**src/rtl/styler_pixel_seq_if.sv**
```systemverilog
// styler_pixel_seq_if: request, styler-core and pixel-stream signals of styler_pixel_seq.
// STYLER_PIXEL_SEQ_XDOUBLE_EN adds the xdouble request qualifier.
interface styler_pixel_seq_if #(
   parameter int PIX_W  = 8,
   parameter int LINE_W = 4
);
   logic              frame_start;
   logic              cell_valid;
   logic              cell_ready;
   logic [LINE_W-1:0] cell_line;
   logic [PIX_W-1:0]  row_in;
   logic [LINE_W-1:0] line_idx;
   logic              blink_phase;
   logic              cursor_phase;
   logic              faint_phase;
   logic              pix_en;
   logic              pix_out;
   logic              pix_valid;
   logic              cell_done;
`ifdef STYLER_PIXEL_SEQ_XDOUBLE_EN
   logic              xdouble;
`endif
   modport master (
      output frame_start, cell_valid, cell_line, row_in, pix_en,
`ifdef STYLER_PIXEL_SEQ_XDOUBLE_EN
      output xdouble,
`endif
      input  cell_ready, line_idx, blink_phase, cursor_phase, faint_phase, pix_out, pix_valid, cell_done
   );
   modport slave (
      input  frame_start, cell_valid, cell_line, row_in, pix_en,
`ifdef STYLER_PIXEL_SEQ_XDOUBLE_EN
      input  xdouble,
`endif
      output cell_ready, line_idx, blink_phase, cursor_phase, faint_phase, pix_out, pix_valid, cell_done
   );
endinterface

```
**src/rtl/styler_pixel_seq.sv**
```systemverilog
// styler_pixel_seq: scanline serialiser and blink/cursor/faint phase generator for the glyph styler core.
// Define STYLER_PIXEL_SEQ_XDOUBLE_EN to add xdouble (each pixel held for two pix_en strobes).
module styler_pixel_seq #(
   parameter int PIX_W      = 8,
   parameter int LINE_W     = 4,
   parameter int FRAME_W    = 6,
   parameter int BLINK_BIT  = 4,
   parameter int CURSOR_BIT = 3
) (
   input logic               clk,
   input logic               rst,
   styler_pixel_seq_if.slave bus
);
   localparam int CW = $clog2(PIX_W) + 1;
   localparam logic [CW-1:0] LAST1 = CW'(PIX_W - 1);
   localparam logic [CW-1:0] LAST2 = CW'(2 * PIX_W - 1);
   typedef enum logic [1:0] {IDLE, LOAD, SHIFT} state_t;
   state_t             state, state_n;
   logic [FRAME_W-1:0] frame_cnt;
   logic [PIX_W-1:0]   shreg;
   logic [CW-1:0]      cnt;
   logic [LINE_W-1:0]  line_idx;
   logic               blink_phase, cursor_phase, faint_phase;
   logic               pix_out, pix_valid, cell_done;
   logic               dbl, accept, strobe, last;
   assign accept = bus.cell_valid && state == IDLE;
   assign strobe = state == SHIFT && bus.pix_en;
   assign last   = cnt == (dbl ? LAST2 : LAST1);
`ifdef STYLER_PIXEL_SEQ_XDOUBLE_EN
   always_ff @(posedge clk or posedge rst)
      if (rst) dbl <= 1'b0;
      else if (accept) dbl <= bus.xdouble;
`else
   assign dbl = 1'b0;
`endif
   always_ff @(posedge clk or posedge rst)
      if (rst) state <= IDLE;
      else state <= state_n;
   always_comb begin
      state_n = state;
      state_n = accept          ? LOAD  :
                state == LOAD   ? SHIFT :
                strobe && last  ? IDLE  : state;
   end
   // The frame counter runs freely; cell outputs only change on accept, keeping the core coherent
   always_ff @(posedge clk or posedge rst)
      if (rst) frame_cnt <= '0;
      else if (bus.frame_start) frame_cnt <= frame_cnt + 1'b1;
   always_ff @(posedge clk or posedge rst)
      if (rst) begin
         line_idx     <= '0;
         blink_phase  <= 1'b0;
         cursor_phase <= 1'b0;
         faint_phase  <= 1'b0;
         shreg        <= '0;
         cnt          <= '0;
         pix_out      <= 1'b0;
         pix_valid    <= 1'b0;
         cell_done    <= 1'b0;
      end else begin
         pix_valid <= 1'b0;
         cell_done <= 1'b0;
         if (accept) begin
            line_idx     <= bus.cell_line;
            blink_phase  <= frame_cnt[BLINK_BIT];
            cursor_phase <= frame_cnt[CURSOR_BIT];
            faint_phase  <= bus.cell_line[0] ^ frame_cnt[0];
         end
         if (state == LOAD) begin
            shreg <= bus.row_in;
            cnt   <= '0;
         end
         if (strobe) begin
            pix_out   <= shreg[PIX_W-1];
            pix_valid <= 1'b1;
            cnt       <= cnt + 1'b1;
            cell_done <= last;
            if (!dbl || cnt[0]) shreg <= shreg << 1;
         end
      end
   assign bus.cell_ready   = state == IDLE;
   assign bus.line_idx     = line_idx;
   assign bus.blink_phase  = blink_phase;
   assign bus.cursor_phase = cursor_phase;
   assign bus.faint_phase  = faint_phase;
   assign bus.pix_out      = pix_out;
   assign bus.pix_valid    = pix_valid;
   assign bus.cell_done    = cell_done;
endmodule

```
**src/flat_wrapper.sv**
```systemverilog
// flat-port wrapper written by rule: the top's interface ports become plain ports
module styler_pixel_seq_flat 
#(
   parameter int PIX_W      = 8,
   parameter int LINE_W     = 4,
   parameter int FRAME_W    = 6,
   parameter int BLINK_BIT  = 4,
   parameter int CURSOR_BIT = 3
)
  (clk, rst, bus_frame_start, bus_cell_valid, bus_cell_line, bus_row_in, bus_pix_en, bus_cell_ready, bus_line_idx, bus_blink_phase, bus_cursor_phase, bus_faint_phase, bus_pix_out, bus_pix_valid, bus_cell_done);
  styler_pixel_seq_if #(.PIX_W(PIX_W), .LINE_W(LINE_W)) bus_i ();
  input logic clk;
  input logic rst;
  input wire logic [$bits(bus_i.frame_start)-1:0] bus_frame_start;
  input wire logic [$bits(bus_i.cell_valid)-1:0] bus_cell_valid;
  input wire logic [$bits(bus_i.cell_line)-1:0] bus_cell_line;
  input wire logic [$bits(bus_i.row_in)-1:0] bus_row_in;
  input wire logic [$bits(bus_i.pix_en)-1:0] bus_pix_en;
  output wire logic [$bits(bus_i.cell_ready)-1:0] bus_cell_ready;
  output wire logic [$bits(bus_i.line_idx)-1:0] bus_line_idx;
  output wire logic [$bits(bus_i.blink_phase)-1:0] bus_blink_phase;
  output wire logic [$bits(bus_i.cursor_phase)-1:0] bus_cursor_phase;
  output wire logic [$bits(bus_i.faint_phase)-1:0] bus_faint_phase;
  output wire logic [$bits(bus_i.pix_out)-1:0] bus_pix_out;
  output wire logic [$bits(bus_i.pix_valid)-1:0] bus_pix_valid;
  output wire logic [$bits(bus_i.cell_done)-1:0] bus_cell_done;
  assign bus_i.frame_start = bus_frame_start;
  assign bus_i.cell_valid = bus_cell_valid;
  assign bus_i.cell_line = bus_cell_line;
  assign bus_i.row_in = bus_row_in;
  assign bus_i.pix_en = bus_pix_en;
  assign bus_cell_ready = bus_i.cell_ready;
  assign bus_line_idx = bus_i.line_idx;
  assign bus_blink_phase = bus_i.blink_phase;
  assign bus_cursor_phase = bus_i.cursor_phase;
  assign bus_faint_phase = bus_i.faint_phase;
  assign bus_pix_out = bus_i.pix_out;
  assign bus_pix_valid = bus_i.pix_valid;
  assign bus_cell_done = bus_i.cell_done;
  styler_pixel_seq #(.PIX_W(PIX_W), .LINE_W(LINE_W), .FRAME_W(FRAME_W), .BLINK_BIT(BLINK_BIT), .CURSOR_BIT(CURSOR_BIT)) u_core (.clk(clk), .rst(rst), .bus(bus_i));
endmodule
```
**config.mk**
```make
export PLATFORM = sky130hd
export DESIGN_NAME = styler_pixel_seq_flat
export DESIGN_NICKNAME = d
export VERILOG_FILES = /design/src/rtl/styler_pixel_seq_if.sv /design/src/rtl/styler_pixel_seq.sv /design/src/flat_wrapper.sv
export SDC_FILE = /design/constraint.sdc
export NUM_CORES = 1
export LEC_CHECK = 0
export CAP_MARGIN = 0
export CORE_MARGIN = 2
export CORE_UTILIZATION = 50
export DETAILED_ROUTE_END_ITERATION = 8
export GPL_ROUTABILITY_DRIVEN = 0
export GPL_TIMING_DRIVEN = 0
export PLACE_DENSITY_LB_ADDON = 0.3
export SETUP_SLACK_MARGIN = 0.05
export SLEW_MARGIN = 0
export SYNTH_ARGS = -nofsm -noshare
export SYNTH_HDL_FRONTEND = slang
export SYNTH_SLANG_ARGS = --single-unit
```
**constraint.sdc**
```tcl
create_clock -name clk -period 2.15 [get_ports clk]
set_input_delay 0.43 -clock clk [delete_from_list [all_inputs] [get_ports clk]]
set_output_delay 0.43 -clock clk [all_outputs]
set_load 0.02 [all_outputs]
```
# == Word-level counts from Yosys, hierarchy flattened ==
# Cells that the tools add are included.
# word_totals
reg_bits,30
in_bits,17
out_inout_bits,11
word_cells,32
# classes
n_addsub,2
eq_ne,3
muxes,9
bitwise_logic,1
reduce_logical,6
# op_table
op,n
8-bit 2-to-1 mux,2
4-bit 2-to-1 mux,2
"6-bit by 1-bit adder with 6-bit output, second input constant",1
2-bit 2-to-1 mux,3
"4-bit by 1-bit adder with 4-bit output, second input constant",1
"4-bit by 3-bit equality test with 1-bit output, second input constant",1
1-bit logical AND,3
3-bit nonzero test,1
"2-bit by 1-bit equality test with 1-bit output, second input constant",1
"2-bit equality test, second input constant",1
2-bit logical NOT,1
1-bit 2-to-1 mux,2
2-bit nonzero test,1
1-bit XOR,1

# == Logic depth before layout (Yosys ltp) ==
# Gate-level depths: netlist (run 1).
# logic_depth
ltp_word,6
mapped_depth,6
mapped_depth_nobuf,3

# == Least setup slack after synthesis (run 1) ==
# No wires, ideal clock.
# synth_timing
kind,flip-flop to flip-flop
startpoint,reg u_core.state[1]
endpoint,reg u_core.shreg[1]
setup_ns,0.118
t_arrival_ns,1.276
t_required_ns,2.032
slack_ns,0.756
path_stages_with_launch,7
n_path_buf,3
synth_period_minus_slack_ns,1.394
cell_sequence,dfrtp_1 -> buf_4 -> and3b_1 -> buf_6 -> buf_6 -> a22o_1 -> a21o_1
# synth_via
elab_chain_len,3
word_cells_on_any_way,5
cone_classes,eq/ne (2); mux (1); reduce/logical (2)
# synth_lines
element,line,source
"start, declared",styler_pixel_seq.sv:18,"state_t state, state_n;"
"start signal, assigned",styler_pixel_seq.sv:38,else state <= state_n;
2-bit equality test *,styler_pixel_seq.sv:27,assign strobe = state == SHIFT && bus.pix_en;
1-bit logical AND *,styler_pixel_seq.sv:27,
net u_core.strobe,styler_pixel_seq.sv:25,"logic dbl, accept, strobe, last;"
8-bit 2-to-1 mux or 2-bit nonzero test (tied branches),-,
"end signal, assigned",styler_pixel_seq.sv:70,shreg <= bus.row_in;
"end signal, assigned",styler_pixel_seq.sv:78,if (!dbl || cnt[0]) shreg <= shreg << 1;
"end, declared",styler_pixel_seq.sv:20,logic [PIX_W-1:0] shreg;
# Mark *: on every way through the listed nets, which the timed path passes. The rest lies on a longest branch.
# A chain may end at the register's enable or synchronous reset.

# == Worst setup path after layout (run 1) ==
# layout_timing
startpoint,reg u_core.state[1]
endpoint,out bus_cell_ready
# layout_via
elab_chain_len,1
# layout_lines
element,line,source
2-bit logical NOT,styler_pixel_seq.sv:81,assign bus.cell_ready = state == IDLE;
"end, declared",flat_wrapper.sv:19,output wire logic [$bits(bus_i.cell_ready)-1:0] bus_cell_ready;
# Every way passes these cells.

==> impl_metrics.toml, run 1 <==
[timing]
fin_crit_sh_pct = 91.7
timing.fmax_mhz = 507
fin_setup_tns_ps = 0
hold_viol = 0
finClkSkew_ps = 3.47
setup_slack_ps = 179
maxSlewViolCount = 0
tightest_slew_ps = 1050
rsz0062_at_grt = "false"
relSlewSlack_pct = 29.9
setup_viol = 0
period_needed_ps = 1970

[final_layout]
design_area_um2 = 1620
final_nets = 149
nFillCells = 191
area_growth_pct = 28.9
drive_gt1_share_pct = 17.7
fin_cells = 160
antennaDiodeCount = 0

[detailed_routing]
first_pass_iters = 4
vias = 847
vias_per_cell = 5.29
routed_wl_mm = 2.11
final_antenna_net_count = 0
drc = 0
routedWlPerCell_um = 13.2
drt-initial-drc-count = 18

[floorplanning]
fp-row-count = 18
ioPinCount = 28
core_area_um2 = 2430
start_util_pct = 51.5
die_h_um = 54.1
die_w_um = 54.1
dieArea_um2 = 2920

[worst_hold_path]
hold_path_depth = 1
hp-class = "reg -> reg"
min-delay-start = "u_core.frame_cnt[4]$_DFFE_PP0P_"
min_to = "u_core.frame_cnt[4]$_DFFE_PP0P_"

[clock_network]
ctsHtreeMaxLevel = 2
numCtsBuffers = 5
cts_tree = "yes"
ctsHoldBuffers = 0
post_cts_resized = 0
post-cts-setup-buffers = 0
cts-root-buf = "clkbuf_4"
clock_latency_ps = 310
cts.clk_slew.worst_paths_ps = 80
clkSinkCount = 29
clockBufferDepth = 2

[critical_path]
critPathCaptureType = "output pin"
cp-start-kind = "flop"
ff2ff_path_depth = 3
required_ps = 1720
r2r_start = "u_core.state[1]$_DFFE_PP0P_"
timing.rr.end = "u_core.bus.blink_phase$_DFFE_PP0P_"
cp_max_fo = 9
path_class = "reg -> out"
arrival_ps = 1540
r2r_slack_ps = 680

[power]
p_leak_nw = 0.765
power_density_nw_per_um2 = 1330
ir_drop_mv = 0.876

[yosys]
synth-edff-count = 0
yosys.area.top_type_share_pct = 57.9
syn_nets = 115
yosys-top-cells-count = "dfrtp_1, mux2_2, a21o_1"
synth.most_common_cell = "dfrtp_1"
netlist_area_um2 = 1250
syn-instance-count = 96
ys_warn_count = 0
synthTopCellsByArea = "dfrtp_1, mux2_2, a21o_1"
synth-seq-cells = 29
synth.avg_cell_area_um2 = 13.1
synth_flop_cell = "dfrtp_1"
yosysTopAreaCell = "dfrtp_1"
yosysSeqAreaShare_pct = 57.9
synthArstFlopShare_pct = 100
ys_types = 25

[grt]
grt_pass1_wl_mm = 3.35
overflow = 0
groute.usage.overall_pct = 16.9
grt_start_max_net_pins = 30
grt_pass1_vias = 820
antenna_found_initial = 0

[outcome]
outcome = "completed"

[place]
port_buffers = 27
place_inst = 153
pre_cts_slack_ps = 284
placed_area_um2 = 1560

[flow_run]
cap_violations = 0
## worst max-delay path by stage
stage / depth (start not counted) / slack [ps] / endpoint / from
after floorplan: 6 / 760 / u_core.shreg[1]$_DFFE_PP0P_ / u_core.state[1]$_DFFE_PP0P_
after global placement: 5 / 330 / u_core.bus.pix_out$_DFFE_PP0P_ / bus_pix_en
after detailed placement: 3 / 280 / u_core.bus.line_idx[1]$_DFFE_PP0P_ / bus_cell_valid
after CTS: 3 / 160 / bus_cell_ready / u_core.state[1]$_DFFE_PP0P_
after global routing: 3 / 80 / bus_cell_ready / u_core.state[1]$_DFFE_PP0P_
final: 3 / 180 / bus_cell_ready / u_core.state[1]$_DFFE_PP0P_
## sequential cells by signal (all words and copies together), names as in the netlist
name                     cells
u_core.bus.faint_phase       1
u_core.shreg                 8
u_core.frame_cnt             5
u_core.bus.pix_out           1
u_core.bus.blink_phase       1
u_core.state                 2
u_core.bus.line_idx          4
u_core.bus.cursor_phase      1
u_core.bus.pix_valid         1
u_core.bus.cell_done         1
u_core.cnt                   4
## cell usage in the layout, fill, tap and decap left out, types with 4 or more instances in the layout
cell type and n:
mux2_2 10, a21oi_1 4, nor2b_1 4, xnor2_1 4, a22o_1 6, clkdlybuf4s50_1 27, dfrtp_1 29, clkbuf_4 5
a21o_1 8, nand2_1 6
## cells by family (layout without fill, tap and decap cells)
| group | Yosys count | count (layout) | share of synthesized area (%) |
|---|---|---|---|
| fa+ha+maj | 2 | 2 | 2.00 |
| compound gates | 21 | 21 | 12.0 |
| flops | 29 | 29 | 57.9 |
| xor+xnor | 5 | 5 | 3.49 |
| mux | 12 | 12 | 10.6 |
| simple gates | 21 | 21 | 10.1 |
| buf+inv | 6 | 40 | 3.99 |
## per-stage QoR
stage               hold slack [ps]  utilization, %  total power [mW]
floorplan                       440               -              1.54
global placement                458            64.2              1.81
detailed placement              457            64.2              1.86
CTS                             474            66.5              2.18
global route                    483            66.5              2.32
finish                          471            66.5              2.15
## critical path, stage by stage (launching register included)
cell             delay [ps]
dfrtp_1                 370
buf_4                   160
nor2_1                  100
clkdlybuf4s50_1         600
## layout make-up
type	instances	area, um2	area share [%]
multi-input cells	61	478	29.6
clock buffers	7	55.1	3.41
inverters	1	3.75	0.232
well taps	30	37.5	2.32
flip-flops and latches	29	726	44.9
repair buffers	27	270	16.7
plain buffers	5	46.3	2.86
## report_power, final
group	switching, mW	internal (mW)
Sequential	0.147	0.785
Combinational	0.411	0.496
Clock	0.163	0.154
Total	0.720	1.43
## routing by layer
metal  vias to the layer above  GRT usage (%)  share of wire (%)
li1                        407              -                  -
met1                       421           17.6                 43
met2                        15           29.3                 50
met3                         4           5.83                5.2
met4                         0           10.0                1.6
met5                         -              0                  0
(Power assumes the default switching activity.)
==> inputs of run 2 (changes only) <==
==> constraint.sdc (replaced) <==
create_clock -name clk -period 2.15 [get_ports clk]
set_input_delay 0.215 -clock clk [delete_from_list [all_inputs] [get_ports clk]]
set_output_delay 0.215 -clock clk [all_outputs]
set_load 0.02 [all_outputs]
==> results of run 2 <==
Same layout as run 1 (identical final DEF). Status: completed.
Main changes from that run: setup slack after placement 284 ps -> 499 ps; setup slack after layout 179 ps -> 394 ps; hold slack 471 ps -> 464 ps
==> inputs of run 3 (changes only) <==
--- a/config.mk
+++ b/config.mk
@@ -7,7 +7,7 @@
 export LEC_CHECK = 0
 export CAP_MARGIN = 0
 export CORE_MARGIN = 2
-export CORE_UTILIZATION = 50
+export CORE_UTILIZATION = 44
 export DETAILED_ROUTE_END_ITERATION = 8
 export GPL_ROUTABILITY_DRIVEN = 0
 export GPL_TIMING_DRIVEN = 0
==> constraint.sdc (replaced) <==
create_clock -name clk -period 1.45 [get_ports clk]
set_input_delay 0.145 -clock clk [delete_from_list [all_inputs] [get_ports clk]]
set_output_delay 0.145 -clock clk [all_outputs]
set_load 0.02 [all_outputs]
==> impl_metrics.toml, run 3 (synthesized netlist as in run 1, its figures left out) <==
[outcome]
outcome = "completed"

[grt]
overflow = 0
antenna_found_initial = 0
grt_start_max_net_pins = 30
grt_pass1_vias = 913
grt_pass1_wl_mm = 4.07
groute.usage.overall_pct = 16.8

[floorplanning]
die_w_um = 57.4
die_h_um = 57.4
dieArea_um2 = 3290
start_util_pct = 45.9
core_area_um2 = 2730
fp-row-count = 19
ioPinCount = 28

[final_layout]
area_growth_pct = 36.1
drive_gt1_share_pct = 23.9
regMostFlops = "u_core.shreg"
seq_area_um2 = 726
final_common_cell = "dfrtp_1"
multi_input_area_um2 = 509
largest_reg_flops = 8
largestRegisters = "u_core.shreg x8, u_core.frame_cnt x5"
antennaDiodeCount = 0
layout_common_cells = "dfrtp_1, clkdlybuf4s50_1, dlygate4sd2_1"
final_nets = 156
nFillCells = 231
utilization_pct = 62.4

[timing]
fin_crit_sh_pct = 97.0
rsz0062_at_grt = "true"
finClkSkew_ps = 5.64
relSlewSlack_pct = 26.4
maxSlewViolCount = 0
whs_ps = 349
tightest_slew_ps = 1100
hold_viol = 0
period_needed_ps = 1410
setup_viol = 0
timing.fmax_mhz = 711

[critical_path]
cp-start-kind = "flop"
cp_max_fo = 7
critPathCaptureType = "flop"
required_ps = 1670
path_class = "reg -> reg"
arrival_ps = 1630

[detailed_routing]
drt-initial-drc-count = 15
vias_per_cell = 5.14
drc = 0
routed_wl_mm = 2.48
routedWlPerCell_um = 14.6
first_pass_iters = 4
vias = 868
final_antenna_net_count = 0

[worst_hold_path]
hp-class = "in -> reg"

[clock_network]
cts.clk_slew.worst_paths_ps = 90
clock_latency_ps = 320
clkSinkCount = 29
cts-root-buf = "clkbuf_4"
clockBufferDepth = 2
ctsHoldBuffers = 0
cts_tree = "yes"
numCtsBuffers = 5
ctsHtreeMaxLevel = 2

[power]
p_clk_share_pct = 13.8
p_int_mw = 2.16
switching_share_pct = 35.7
combPwrFrac_pct = 44.2
p_leak_nw = 0.839
power.switching_mw = 1.20
ir_drop_mv = 1.16
p_seq_share_pct = 42.0
power_density_nw_per_um2 = 1970

[flow_run]
cap_violations = 0

[place]
port_buffers = 27
hpwlAfterDp_mm = 1.57
==> run 3: path summary, 6_finish.rpt <==
kind / start / endpoint / slack [ps] / depth (start not counted)
setup reg to reg: u_core.state[1]$_DFFE_PP0P_ / u_core.shreg[1]$_DFFE_PP0P_ / 40 / 6
setup / recovery: u_core.state[1]$_DFFE_PP0P_ / u_core.shreg[1]$_DFFE_PP0P_ / 40 / 6
hold / removal: bus_row_in[0] / u_core.shreg[0]$_DFFE_PP0P_ / 350 / 3
hold reg to reg: u_core.frame_cnt[4]$_DFFE_PP0P_ / u_core.frame_cnt[4]$_DFFE_PP0P_ / 470 / 1
min in group asynchronous: rst / u_core.shreg[4]$_DFFE_PP0P_ / 390 / 2
max in group asynchronous: rst / u_core.shreg[6]$_DFFE_PP0P_ / 390 / 2
==> run 3: worst max-delay path: stages, from the launching register on <==
cell,delay [ps]
dfrtp_1,390
buf_6,140
and3b_1,160
buf_6,130
buf_6,130
a22o_1,200
a21o_1,150
==> run 3: final cells by class <==
type	count	share of cell area [%]
Tap cell	31	2.27
Multi-Input combinational cell	61	29.8
Clock buffer	8	2.86
Inverter	1	0.220
Timing Repair Buffer	34	19.4
Sequential cell	29	42.5
Buffer	5	2.93
==> run 3: per-stage QoR <==
stage               instances  setup slack [ps]  cell area, um2  total power [mW]  TNS, ps
floorplan                  96              56.3            1250              2.28        0
global placement          154             -97.2            1560              2.70     -656
detailed placement        154             -97.4            1560              2.76    -1730
CTS                       168              41.0            1670              3.25        0
global route              169             -15.7            1710              3.59    -70.4
finish                    169              42.9            1710              3.36        0
==> run 3: per-layer routing <==
layer / track usage [%] / vias up / routed length, um
li1: - / 420 / -
met1: 21.2 / 418 / 1100
met2: 25.0 / 24 / 1170
met3: 6.35 / 6 / 165
met4: 8.97 / 0 / 48
met5: 0 / - / 0
==> run 3: power by group through the flow <==
stage | logic [mW] | clock network [mW] | registers, mW
final | 1.48 | 0.465 | 1.41
after global routing | 1.61 | 0.514 | 1.46
after CTS | 1.37 | 0.477 | 1.40
after detailed placement | 1.35 | 0 | 1.41
after global placement | 1.31 | 0 | 1.39
after floorplan | 0.772 | 0 | 1.51
==> run 3: what timing repair did <==
item / 4_1_cts / 5_1_grt
resized for setup: 15 / 9
endpoints found under the setup margin: 20 / 11
pin swaps: 3 / 7
setup buffers: 6 / 1
